**src/rtl/lcd_pkg.sv**
```systemverilog
// Shared encodings for the character-LCD responder: bus control codes,
// FSM states, command prefixes and the blank character.
package lcd_pkg;

    localparam logic [1:0] LCD_CMD    = 2'b00;
    localparam logic [1:0] LCD_STATUS = 2'b01;
    localparam logic [1:0] LCD_DWR    = 2'b10;
    localparam logic [1:0] LCD_DRD    = 2'b11;

    typedef enum logic [1:0] {
        FILL,
        IDLE,
        BUSY
    } lcd_state_t;

    localparam logic [7:0] CMD_CLEAR   = 8'h01;
    localparam logic [7:0] CMD_HOME    = 8'h02;
    localparam logic [7:0] CMD_ENTRY   = 8'h04;
    localparam logic [7:0] CMD_DISPLAY = 8'h08;
    localparam logic [7:0] CMD_SHIFT   = 8'h10;
    localparam logic [7:0] CMD_FUNC    = 8'h20;
    localparam logic [7:0] CMD_CGRAM   = 8'h40;
    localparam logic [7:0] CMD_DDRAM   = 8'h80;

    localparam logic [7:0] SPACE_CHAR = 8'h20;

    // Commands are identified by their most significant set bit.
    function automatic logic [7:0] top_bit(input logic [7:0] v);
        top_bit = 8'h00;
        for (int i = 0; i < 8; i++) begin
            if (v[i]) top_bit = 8'h01 << i;
        end
    endfunction

endpackage

```
**src/rtl/lcd_receiver_sync_edge_detect.sv**
```systemverilog
// Two-flop synchronizer for the asynchronous enable strobe, with one
// extra history flop to produce single-cycle rise and fall pulses.
module sync_edge_detect (
    input  logic clk,
    input  logic rst,
    input  logic async_in,
    output logic rise,
    output logic fall
);

    logic s1, s2, s3;

    always_ff @(posedge clk or posedge rst) begin
        if (rst) begin
            s1 <= 1'b0;
            s2 <= 1'b0;
            s3 <= 1'b0;
        end else begin
            s1 <= async_in;
            s2 <= s1;
            s3 <= s2;
        end
    end

    assign rise = s2 & ~s3;
    assign fall = ~s2 & s3;

endmodule

```
**src/rtl/lcd_receiver.sv**
```systemverilog
// HD44780-subset LCD device model: DDRAM, address counter, display flags,
// busy flag and a scanout read port. Define LCD_RX_TRACE_EN to echo data writes.
module lcd_receiver
    import lcd_pkg::*;
#(
    parameter int DEPTH       = 32,
    parameter int BUSY_CYCLES = 40,
    localparam int AW         = $clog2(DEPTH)
) (
    input  logic          clk,
    input  logic          rst,
    input  logic [7:0]    lcd_data,
    input  logic [1:0]    lcd_ctrl,
    input  logic          lcd_enable,
    output logic [7:0]    lcd_rdata,
    output logic          busy,
    output logic          overrun,
    output logic          char_valid,
    output logic [7:0]    char_out,
    output logic          display_on,
    output logic          cursor_on,
    output logic          blink_on,
    output logic [AW-1:0] cursor_addr,
    input  logic [AW-1:0] rd_addr,
    output logic [7:0]    rd_char
);

    localparam int CW = $clog2(BUSY_CYCLES + 1);

    logic          rise, fall;
    logic [7:0]    data_d1, data_d;
    logic [1:0]    ctrl_d1, ctrl_d;
    lcd_state_t    state;
    logic [AW-1:0] fill_idx, ac, ac_step;
    logic [CW-1:0] busy_cnt;
    logic          inc;
    logic [7:0]    mem [DEPTH];
    logic          mem_we;
    logic [AW-1:0] mem_waddr;
    logic [7:0]    mem_wdata;
    logic          wr_edge, rd_edge;

    sync_edge_detect u_sync (
        .clk      (clk),
        .rst      (rst),
        .async_in (lcd_enable),
        .rise     (rise),
        .fall     (fall)
    );

    // Data/ctrl ride two flops so they line up with the synchronized strobe.
    always_ff @(posedge clk or posedge rst) begin
        if (rst) begin
            data_d1 <= 8'h00;
            data_d  <= 8'h00;
            ctrl_d1 <= 2'b00;
            ctrl_d  <= 2'b00;
        end else begin
            data_d1 <= lcd_data;
            data_d  <= data_d1;
            ctrl_d1 <= lcd_ctrl;
            ctrl_d  <= ctrl_d1;
        end
    end

    assign busy        = (state != IDLE);
    assign cursor_addr = ac;
    assign wr_edge     = fall && (ctrl_d == LCD_CMD || ctrl_d == LCD_DWR);
    assign rd_edge     = rise && (ctrl_d == LCD_STATUS || ctrl_d == LCD_DRD);
    assign ac_step     = inc ? ac + AW'(1) : ac - AW'(1);

    always_comb begin
        mem_we    = 1'b0;
        mem_waddr = ac;
        mem_wdata = data_d;
        if (state == FILL) begin
            mem_we    = 1'b1;
            mem_waddr = fill_idx;
            mem_wdata = SPACE_CHAR;
        end else if (state == IDLE && wr_edge && ctrl_d == LCD_DWR) begin
            mem_we = 1'b1;
        end
    end

    always_ff @(posedge clk) begin
        if (mem_we) mem[mem_waddr] <= mem_wdata;
    end

    always_ff @(posedge clk or posedge rst) begin
        if (rst) rd_char <= 8'h00;
        else     rd_char <= mem[rd_addr];
    end

    always_ff @(posedge clk or posedge rst) begin
        if (rst) begin
            state      <= FILL;
            fill_idx   <= '0;
            busy_cnt   <= '0;
            ac         <= '0;
            inc        <= 1'b1;
            display_on <= 1'b0;
            cursor_on  <= 1'b0;
            blink_on   <= 1'b0;
            overrun    <= 1'b0;
            char_valid <= 1'b0;
            char_out   <= 8'h00;
            lcd_rdata  <= 8'h00;
        end else begin
            char_valid <= 1'b0;
            case (state)
                FILL: begin
                    if (fill_idx == AW'(DEPTH - 1)) begin
                        state    <= IDLE;
                        fill_idx <= '0;
                        ac       <= '0;
                        inc      <= 1'b1;
                    end else begin
                        fill_idx <= fill_idx + AW'(1);
                    end
                end
                BUSY: begin
                    if (busy_cnt == '0) state <= IDLE;
                    else                busy_cnt <= busy_cnt - CW'(1);
                end
                default: begin
                    if (wr_edge) begin
                        busy_cnt <= CW'(BUSY_CYCLES - 1);
                        if (ctrl_d == LCD_DWR) begin
                            char_valid <= 1'b1;
                            char_out   <= data_d;
                            ac         <= ac_step;
                            state      <= BUSY;
                        end else begin
                            state <= BUSY;
                            case (top_bit(data_d))
                                CMD_CLEAR:   state <= FILL;
                                CMD_HOME:    ac <= '0;
                                CMD_ENTRY:   inc <= data_d[1];
                                CMD_DISPLAY: begin
                                    display_on <= data_d[2];
                                    cursor_on  <= data_d[1];
                                    blink_on   <= data_d[0];
                                end
                                CMD_SHIFT: begin
                                    if (!data_d[3]) ac <= data_d[2] ? ac + AW'(1) : ac - AW'(1);
                                end
                                CMD_FUNC, CMD_CGRAM: ;
                                CMD_DDRAM:   ac <= data_d[AW-1:0];
                                default:     state <= IDLE;
                            endcase
                        end
                    end
                end
            endcase

            if (wr_edge && state != IDLE) overrun <= 1'b1;

            // Reads never touch busy; a data read only steps AC when idle.
            if (rd_edge) begin
                if (ctrl_d == LCD_DRD) begin
                    lcd_rdata <= mem[ac];
                    if (state == IDLE) ac <= ac_step;
                end else begin
                    lcd_rdata <= {busy, 7'(ac)};
                end
            end
        end
    end

`ifdef LCD_RX_TRACE_EN
    always @(posedge clk) begin
        if (char_valid) $write("%c", char_out);
    end
`else
    // Hardware is identical; no character echo in this build.
`endif

endmodule

```
**config.mk**
```make
export PLATFORM = sky130hd
export DESIGN_NAME = lcd_receiver
export DESIGN_NICKNAME = d
export VERILOG_FILES = /design/src/rtl/lcd_pkg.sv /design/src/rtl/lcd_receiver_sync_edge_detect.sv /design/src/rtl/lcd_receiver.sv
export SDC_FILE = /design/constraint.sdc
export NUM_CORES = 1
export LEC_CHECK = 0
export ABC_AREA = 1
export CORE_ASPECT_RATIO = 1.5
export CORE_MARGIN = 10
export CORE_UTILIZATION = 45
export CTS_CLUSTER_DIAMETER = 100
export CTS_CLUSTER_SIZE = 25
export DETAILED_ROUTE_END_ITERATION = 8
export DONT_BUFFER_PORTS = 1
export GPL_TIMING_DRIVEN = 0
export HOLD_SLACK_MARGIN = 0.08
export PLACE_DENSITY = 0.71
export SKIP_CTS_REPAIR_TIMING = 1
export SYNTH_ARGS = -nofsm -noshare
export SYNTH_HDL_FRONTEND = slang
export SYNTH_HIERARCHICAL = 1
export SYNTH_SLANG_ARGS = --single-unit
export TNS_END_PERCENT = 1
```
**constraint.sdc**
```tcl
create_clock -name clk -period 2.68 [get_ports clk]
set_input_delay 0.268 -clock clk [delete_from_list [all_inputs] [get_ports clk]]
set_output_delay 0.268 -clock clk [all_outputs]
set_load 0.005 [all_outputs]
```
==> results.md, run 1 <==
- Core area: 0.0351 mm²
- Initial antenna violation count: 5
- Critical Path Most Common Cell: nand3_1
- Drt pass-1 iters: 6
- Vias in the first global route: 13.8k
- CP Cell Sequence: inv_1, buf_4, buf_1, nand3_1, nand3_1, nand3_1, nand3_1, nand2_1
- Final period util: 105%
- Port bufs: 0
- Largest cells by area after synthesis: edfxtp_1 48%, dfrtp_1 11%, o21ai_0 7.9%, nor2_1 7.6%, nand2_1 4.5%
- DR iter-0 viols: between 2k and 2.5k
- CP Data Required Time: about 3.1 ns
- Worst setup margin: -0.132 ns
- Reg2reg end: lcd_rdata[3]
- Dominant delay contributor by cell family on the critical path: buffers and inverters
- Static Leakage: between 0.006 and 0.007 µW
- Async SR Flop Fraction: a little over a fifth
- YS warnings: 6
- Reg2reg path depth: 8
- Syn Std Cell Area: around 0.016 mm²
- Fin util: between 50 and 60%
- Tot GR Track Use: approximately 34%
- Worst hold margin: slightly below 0.09 ns
- Actual slew at the worst max-slew pin: between 1 and 1.5 ns
- DRC: 0
- RSZ-0062 raised after global routing: yes
- Grt ovf: 0
- Die Height: about 250 µm
- Slew Viols, Final: 0
- Critical path's largest stage delay: around 0.85 ns
- Die footprint: between 0.04 and 0.05 mm²
- Internal Pwr Total: approximately 9600 µW
- Max cap viols: 0
- Reg-to-reg critical path startpoint: cursor_addr[2]
- Status: finished, violations left
- # rows: 84
- Most common cell in the netlist: nor2_1
- Nature of the critical path endpoint: flip-flop
- # setup viols final: 67
- Share of cells above drive strength 1: between 10 and 15%
- Post-DP HPWL: just over 50,000 µm
- Vias per inst: about 6.6
- Switching power: approximately 8600 µW
- Top_reg_cell synth: edfxtp_1
- P&R area growth vs syn: 12.4%
- Worst-Skew Late Latency: ~0.56 ns
- Clk_skew: around 0.034 ns
- CTS root buffer: clkbuf_16
- Worst Setup Start Kind: flip-flop
- Flops & latches, synth: about 330
- TritonCTS clock tree: yes
- CP bufs+invs: 3
- Unique masters post-synth: 40
- Clk pin slew, worst setup/hold paths: between 0.1 and 0.15 ns
- Synth top cells by count: 324 x nor2_1, 256 x edfxtp_1, 253 x o21ai_0
- Die width: ~170 µm
- IO Pins: between 50 and 60
- CP Max Fanout: 10
- Combinational fraction of design power: roughly 46%
- Final net count: between 1.5k and 2k
- Pre-CTS WS: -0.698 ns
- Final Hold Viols: 0
- Routed via count: 14.7k
- Largest net degree at the start of global routing: between 40 and 50
- Fmax: about 0.36 GHz
- First-pass GRT wire length: between 100,000 and 150,000 µm
- Clk network pwr share: approximately 17%
- Detailed-route wire length: 77,400 µm
- Critical path class: flip-flop to flip-flop
- Mapped Cells: 1,693
- Area after DPL: between 0.015 and 0.02 mm²
- Top-area cell type share of the netlist area: 48.1%
- EDFF count, synth: approximately 260
- Switching share of power: a little under half
- Hold Crit Start: rd_addr[4]
- Initial core utilization: 45.5%
- Arrival time worst endpoint: between 3 and 4 ns
- Syn_nets: 1,717
- Max-slew headroom: between 10% and 20%
- H-tree depth: 1
- Worst hold path class: primary input to flip-flop
- TritonCTS buffer count: 17
- Final GP Congestion: ~1.1
- R2R setup slack: -0.13 ns
- ANT nets after route: 0
- Register area share after synthesis: between 50% and 60%
- Wire per inst: about 35 µm
- Worst Hold Depth: 3
- VDD IR-drop max: 540 µV
- Mean Syn Cell Area: roughly 9.4 µm²
- CTS Buffer Depth: 3
- Hold endpoint: rd_char[3]
- Final min period: 2.81 ns
- Final instance area: roughly 0.018 mm²
- Violated checks: setup timing
- Reg power frac: between 30% and 40%
- CTS Sinks: 327
- P per Cell Area: just over 1000 mW/mm²
- Critical Path Slowest Stage Cell: buf_1
- Cell taking the most area after synthesis: edfxtp_1
## metrics by stage
step	setup TNS (ns)	total power, µW	cells
after floorplan	0	10700	1693
after CTS	-128.16	17100	2202
final	-1.95	18100	2231
after global routing	-3.68	18600	2230
after detailed placement	-130.02	14200	2172
after global placement	-263.04	14000	2166
## worst max-delay path by stage
stage / from / end / depth (start not counted)
finish: cursor_addr[2] / lcd_rdata[3] / 8
global route: cursor_addr[0] / lcd_rdata[7] / 10
CTS: cursor_addr[0] / mem[1][1] / 6
detailed placement: cursor_addr[0] / mem[1][7] / 6
global placement: state[1] / mem[17][0] / 3
floorplan: rst / blink_on / 1
## layer usage
metal  GRT usage (%)  vias to the layer above  wire [µm]
met5               0                        -         24
met4            28.7                        4       8220
met3            8.66                      372       8960
met2            52.1                     1205      33700
met1            40.4                     7132      26600
li1                -                     6028          -
## cell families (layout without fill, tap and decap cells)
kind of cell | Yosys count | in the layout | synth area share (%)
XOR/XNOR | 6 | 6 | 0.329
buffers and inverters | 208 | 272 | 5.91
AND/OR/NAND/NOR | 689 | 689 | 17.9
adder cells (fa/ha/maj) | 6 | 6 | 0.470
other | 0 | 1 | 0
AO/OA/AOI/OAI | 457 | 457 | 16.1
flip-flops | 327 | 327 | 59.2
## worst reg2reg max path, stage by stage, from the launching register on
cell	delay, ns
dfrtp_1	0.50
inv_1	0.18
buf_4	0.31
buf_1	0.86
nand3_1	0.28
nand3_1	0.26
nand3_1	0.13
nand3_1	0.11
nand2_1	0.06
## sequential cells by signal, indices dropped and copies added, names as in the netlist, 2 cells and up
name         count
data_d           8
lcd_rdata        8
cursor_addr      5
rd_char          8
data_d1          8
ctrl_d           2
ctrl_d1          2
fill_idx         5
busy_cnt         6
state            2
char_out         8
mem            256
## power by group through the flow
stage                     logic (µW)  registers (µW)  clock network, µW
after global routing            8470            6910               3190
after detailed placement        7270            6950                  0
after CTS                       7290            6850               3000
final                           8280            6850               3010
after floorplan                 3860            6810                  0
after global placement          7060            6970                  0
## layout by cell type, fill, tap and decap left out, types with 3 or more instances in the layout
cell type	count
a21oi_1	80
a31oi_1	3
and2_1	3
buf_1	5
buf_12	14
buf_16	3
buf_2	41
buf_4	22
buf_6	4
clkbuf_1	40
clkbuf_16	17
clkbuf_2	5
clkbuf_4	3
dfrtp_1	70
dlygate4sd3_1	14
edfxtp_1	256
ha_1	6
inv_1	89
inv_2	9
nand2_1	193
nand3_1	143
nand3_4	4
nand4_1	6
nor2_1	285
nor2_2	6
nor2_4	38
nor3_1	3
o211ai_1	48
o21a_1	4
o21ai_0	251
o21ai_1	23
o221ai_1	36
o22ai_1	7
or2_2	3
xor2_1	4
## cell type report
cell class | instances | area, µm²
clock buffer | 28 | 467
timing repair buffer | 35 | 548
inverter | 100 | 379
tap | 473 | 592
sequential | 327 | 9470
antenna | 1 | 2.50
multi-input combinational | 1158 | 5890
buffer | 107 | 576
fill | 3238 | 17100
clock inverter | 2 | 38.8
Note: power is estimated with default switching activity, not from simulation.
==> inputs of run 2 (changes only) <==
Settings changed: CELL_PAD_IN_SITES_DETAIL_PLACEMENT set to 0, CELL_PAD_IN_SITES_GLOBAL_PLACEMENT set to 1, HOLD_SLACK_MARGIN 0.08 to 0.06, PLACE_DENSITY 0.71 to 0.84.
==> run 2 against run 1 <==
The flow still finishes with violations (setup timing). Global-route usage down 3.3 points. Maximum frequency up 0.80%. Clock skew up 0.0069 ns. Highest routed layer unchanged. Final area up 0.15%. Register-to-register slack better by 0.02 ns. Total power down 2.5%. Sequential share of layout area down 0.077 points. Sequential cell count unchanged.
==> results.md, run 2 (same netlist as run 1, synthesis figures left out) <==
- Status: finished, violations left
- Violated checks: setup timing
- Worst hold path class: primary input to asynchronous set/reset pin
- Slew Viols, Final: 0
- Drt pass-1 iters: 6
- WP depth: 6
- Max cap viols: 0
- First-pass GRT wire length: between 90,000 and 100,000 µm
- Max-slew headroom: ~22%
- CP Cell Sequence: buf_4, buf_2, o21ai_1, inv_1, nand3_2, nor2_4
- P per Cell Area: slightly below 1000 mW/mm²
- Reg-to-reg critical path startpoint: cursor_addr[1]
- Area after DPL: between 0.015 and 0.02 mm²
- H-tree depth: 1
- IO Pins: 53
- CTS Sinks: between 300 and 400
- CP Data Required Time: around 2.9 ns
- Initial core utilization: 45.5%
- Worst Setup Start Kind: flip-flop
- DR iter-0 viols: 2,278
- Arrival time worst endpoint: roughly 3.0 ns
- Die footprint: 0.0436 mm²
- P&R area growth vs syn: 12.5%
- Critical Path Slowest Stage Cell: nor2_4
- Most common cell after layout, fill and taps aside: nor2_1
- Largest net degree at the start of global routing: 69
- VDD IR-drop max: around 670 µV
- Die Height: around 250 µm
- Top reg by flops: mem
- R2R setup slack: -0.11 ns
- Grt ovf: 0
- Critical path's largest stage delay: about 0.57 ns
- Setup TNS: -4.14 ns
- Critical path class: flip-flop to flip-flop
- Dominant delay contributor by cell family on the critical path: simple AND/OR/NAND/NOR gates
- Detailed-route wire length: 70,600 µm
- CP bufs+invs: 3
- Reg2reg end: mem[26][4]
- Fmax: 0.358 GHz
- Final min period: 2.79 ns
- Crit path from: cursor_addr[1]
- Largest register FFs: roughly 260
- Nature of the critical path endpoint: flip-flop
- Vias per inst: 6.54
- Actual slew at the worst max-slew pin: 1.17 ns
- CP Max Fanout: 10
- Wire per inst: around 32 µm
- Final GP Congestion: 1.02
- Clk pin slew, worst setup/hold paths: roughly 0.1 ns
- Initial antenna violation count: 3
- CTS Buffer Depth: 3
- Worst setup endpoint: mem[26][4]
- Vias in the first global route: 14.0k
- Tot GR Track Use: 31.0%
- Clk_skew: a little over 0.04 ns
- TritonCTS clock tree: yes
- Static Leakage: between 0.006 and 0.007 µW
- DRC: 0
- Final net count: between 1.5k and 2k
- Worst setup margin: -0.110 ns
- Final period util: 104%
- TritonCTS buffer count: 17
- Die width: 174 µm
- Reg2reg path depth: 6
- # setup viols final: 105
- Core area: roughly 0.035 mm²
- Final instance area: around 0.018 mm²
- CTS root buffer: clkbuf_16
- Final Hold Viols: 0
- Post-DP HPWL: approximately 48,000 µm
- Worst-Skew Late Latency: 0.57 ns
- RSZ-0062 raised after global routing: yes
- Share of cells above drive strength 1: about a tenth
- Port bufs: 0
- ANT nets after route: 0
- Routed via count: ~15k
- Fin util: between 50% and 60%
- # rows: 84
- Most frequent cells in the layout: 285 x nor2_1, 256 x edfxtp_1, 252 x o21ai_0
## run 2: cell count changes in the layout (fill, tap and decap cells not counted), moves of 2 or more
cell,delta
buf_8,+2
nor2_2,+3
nand3_2,+4
diode_2,+2
buf_4,+2
nand3_4,-4
nor2_4,-3
## run 2: power breakdown
group | switching (µW) | total, µW | internal (µW)
clock network | 1790 | 3080 | 1300
logic | 5910 | 7770 | 1860
registers | 392 | 6830 | 6440
total | 8090 | 17700 | 9600
## run 2: metal layers
| metal | global-route usage, % | part of all wire, % | vias to the layer above |
|---|---|---|---|
| met5 | 0 | 0.038 | - |
| met4 | 26.1 | 9.6 | 4 |
| met3 | 7.83 | 13 | 407 |
| met2 | 50.4 | 46 | 1255 |
| met1 | 33.6 | 31 | 6902 |
| li1 | - | - | 6069 |
## run 2: worst register-to-register path, delay by kind of cell, from the launching register on
family / cells / cell delay (ns)
simple gates: 2 / 1.00
compound gates: 1 / 0.22
flops: 1 / 0.44
buf+inv: 3 / 0.77
## run 2: cell type report
| type | count | area (µm²) |
|---|---|---|
| Fill cell | 3240 | 17100 |
| Sequential cell | 327 | 9470 |
| Multi-Input combinational cell | 1158 | 5830 |
| Timing Repair Buffer | 39 | 603 |
| Tap cell | 473 | 592 |
| Buffer | 108 | 586 |
| Clock buffer | 28 | 488 |
| Inverter | 100 | 382 |
| Clock inverter | 2 | 28.8 |
| Antenna cell | 3 | 7.51 |
## run 2: worst min-delay path by stage
stage / to / slack, ns / depth (start not counted) / start
final: u_sync/s3 / 0.13 / 2 / rst
after detailed placement: u_sync/s2 / 0.04 / 1 / rst
after CTS: u_sync/s2 / -0.52 / 1 / rst
after global routing: u_sync/s2 / 0.14 / 2 / rst
after floorplan: u_sync/s1 / 0.02 / 1 / rst
after global placement: u_sync/s1 / 0.03 / 1 / rst
## run 2: through the flow
step	hold WS (ns)	std cells	worst slack, ns	power [µW]
2_1_floorplan	0.0216	1693	0.699	10700
3_3_place_gp	0.0273	2166	-0.790	13600
3_5_place_dp	0.0378	2173	-0.812	13800
4_1_cts	-0.524	2203	-0.823	16800
5_1_grt	0.136	2235	-0.0964	18100
6_report	0.128	2238	-0.110	17700
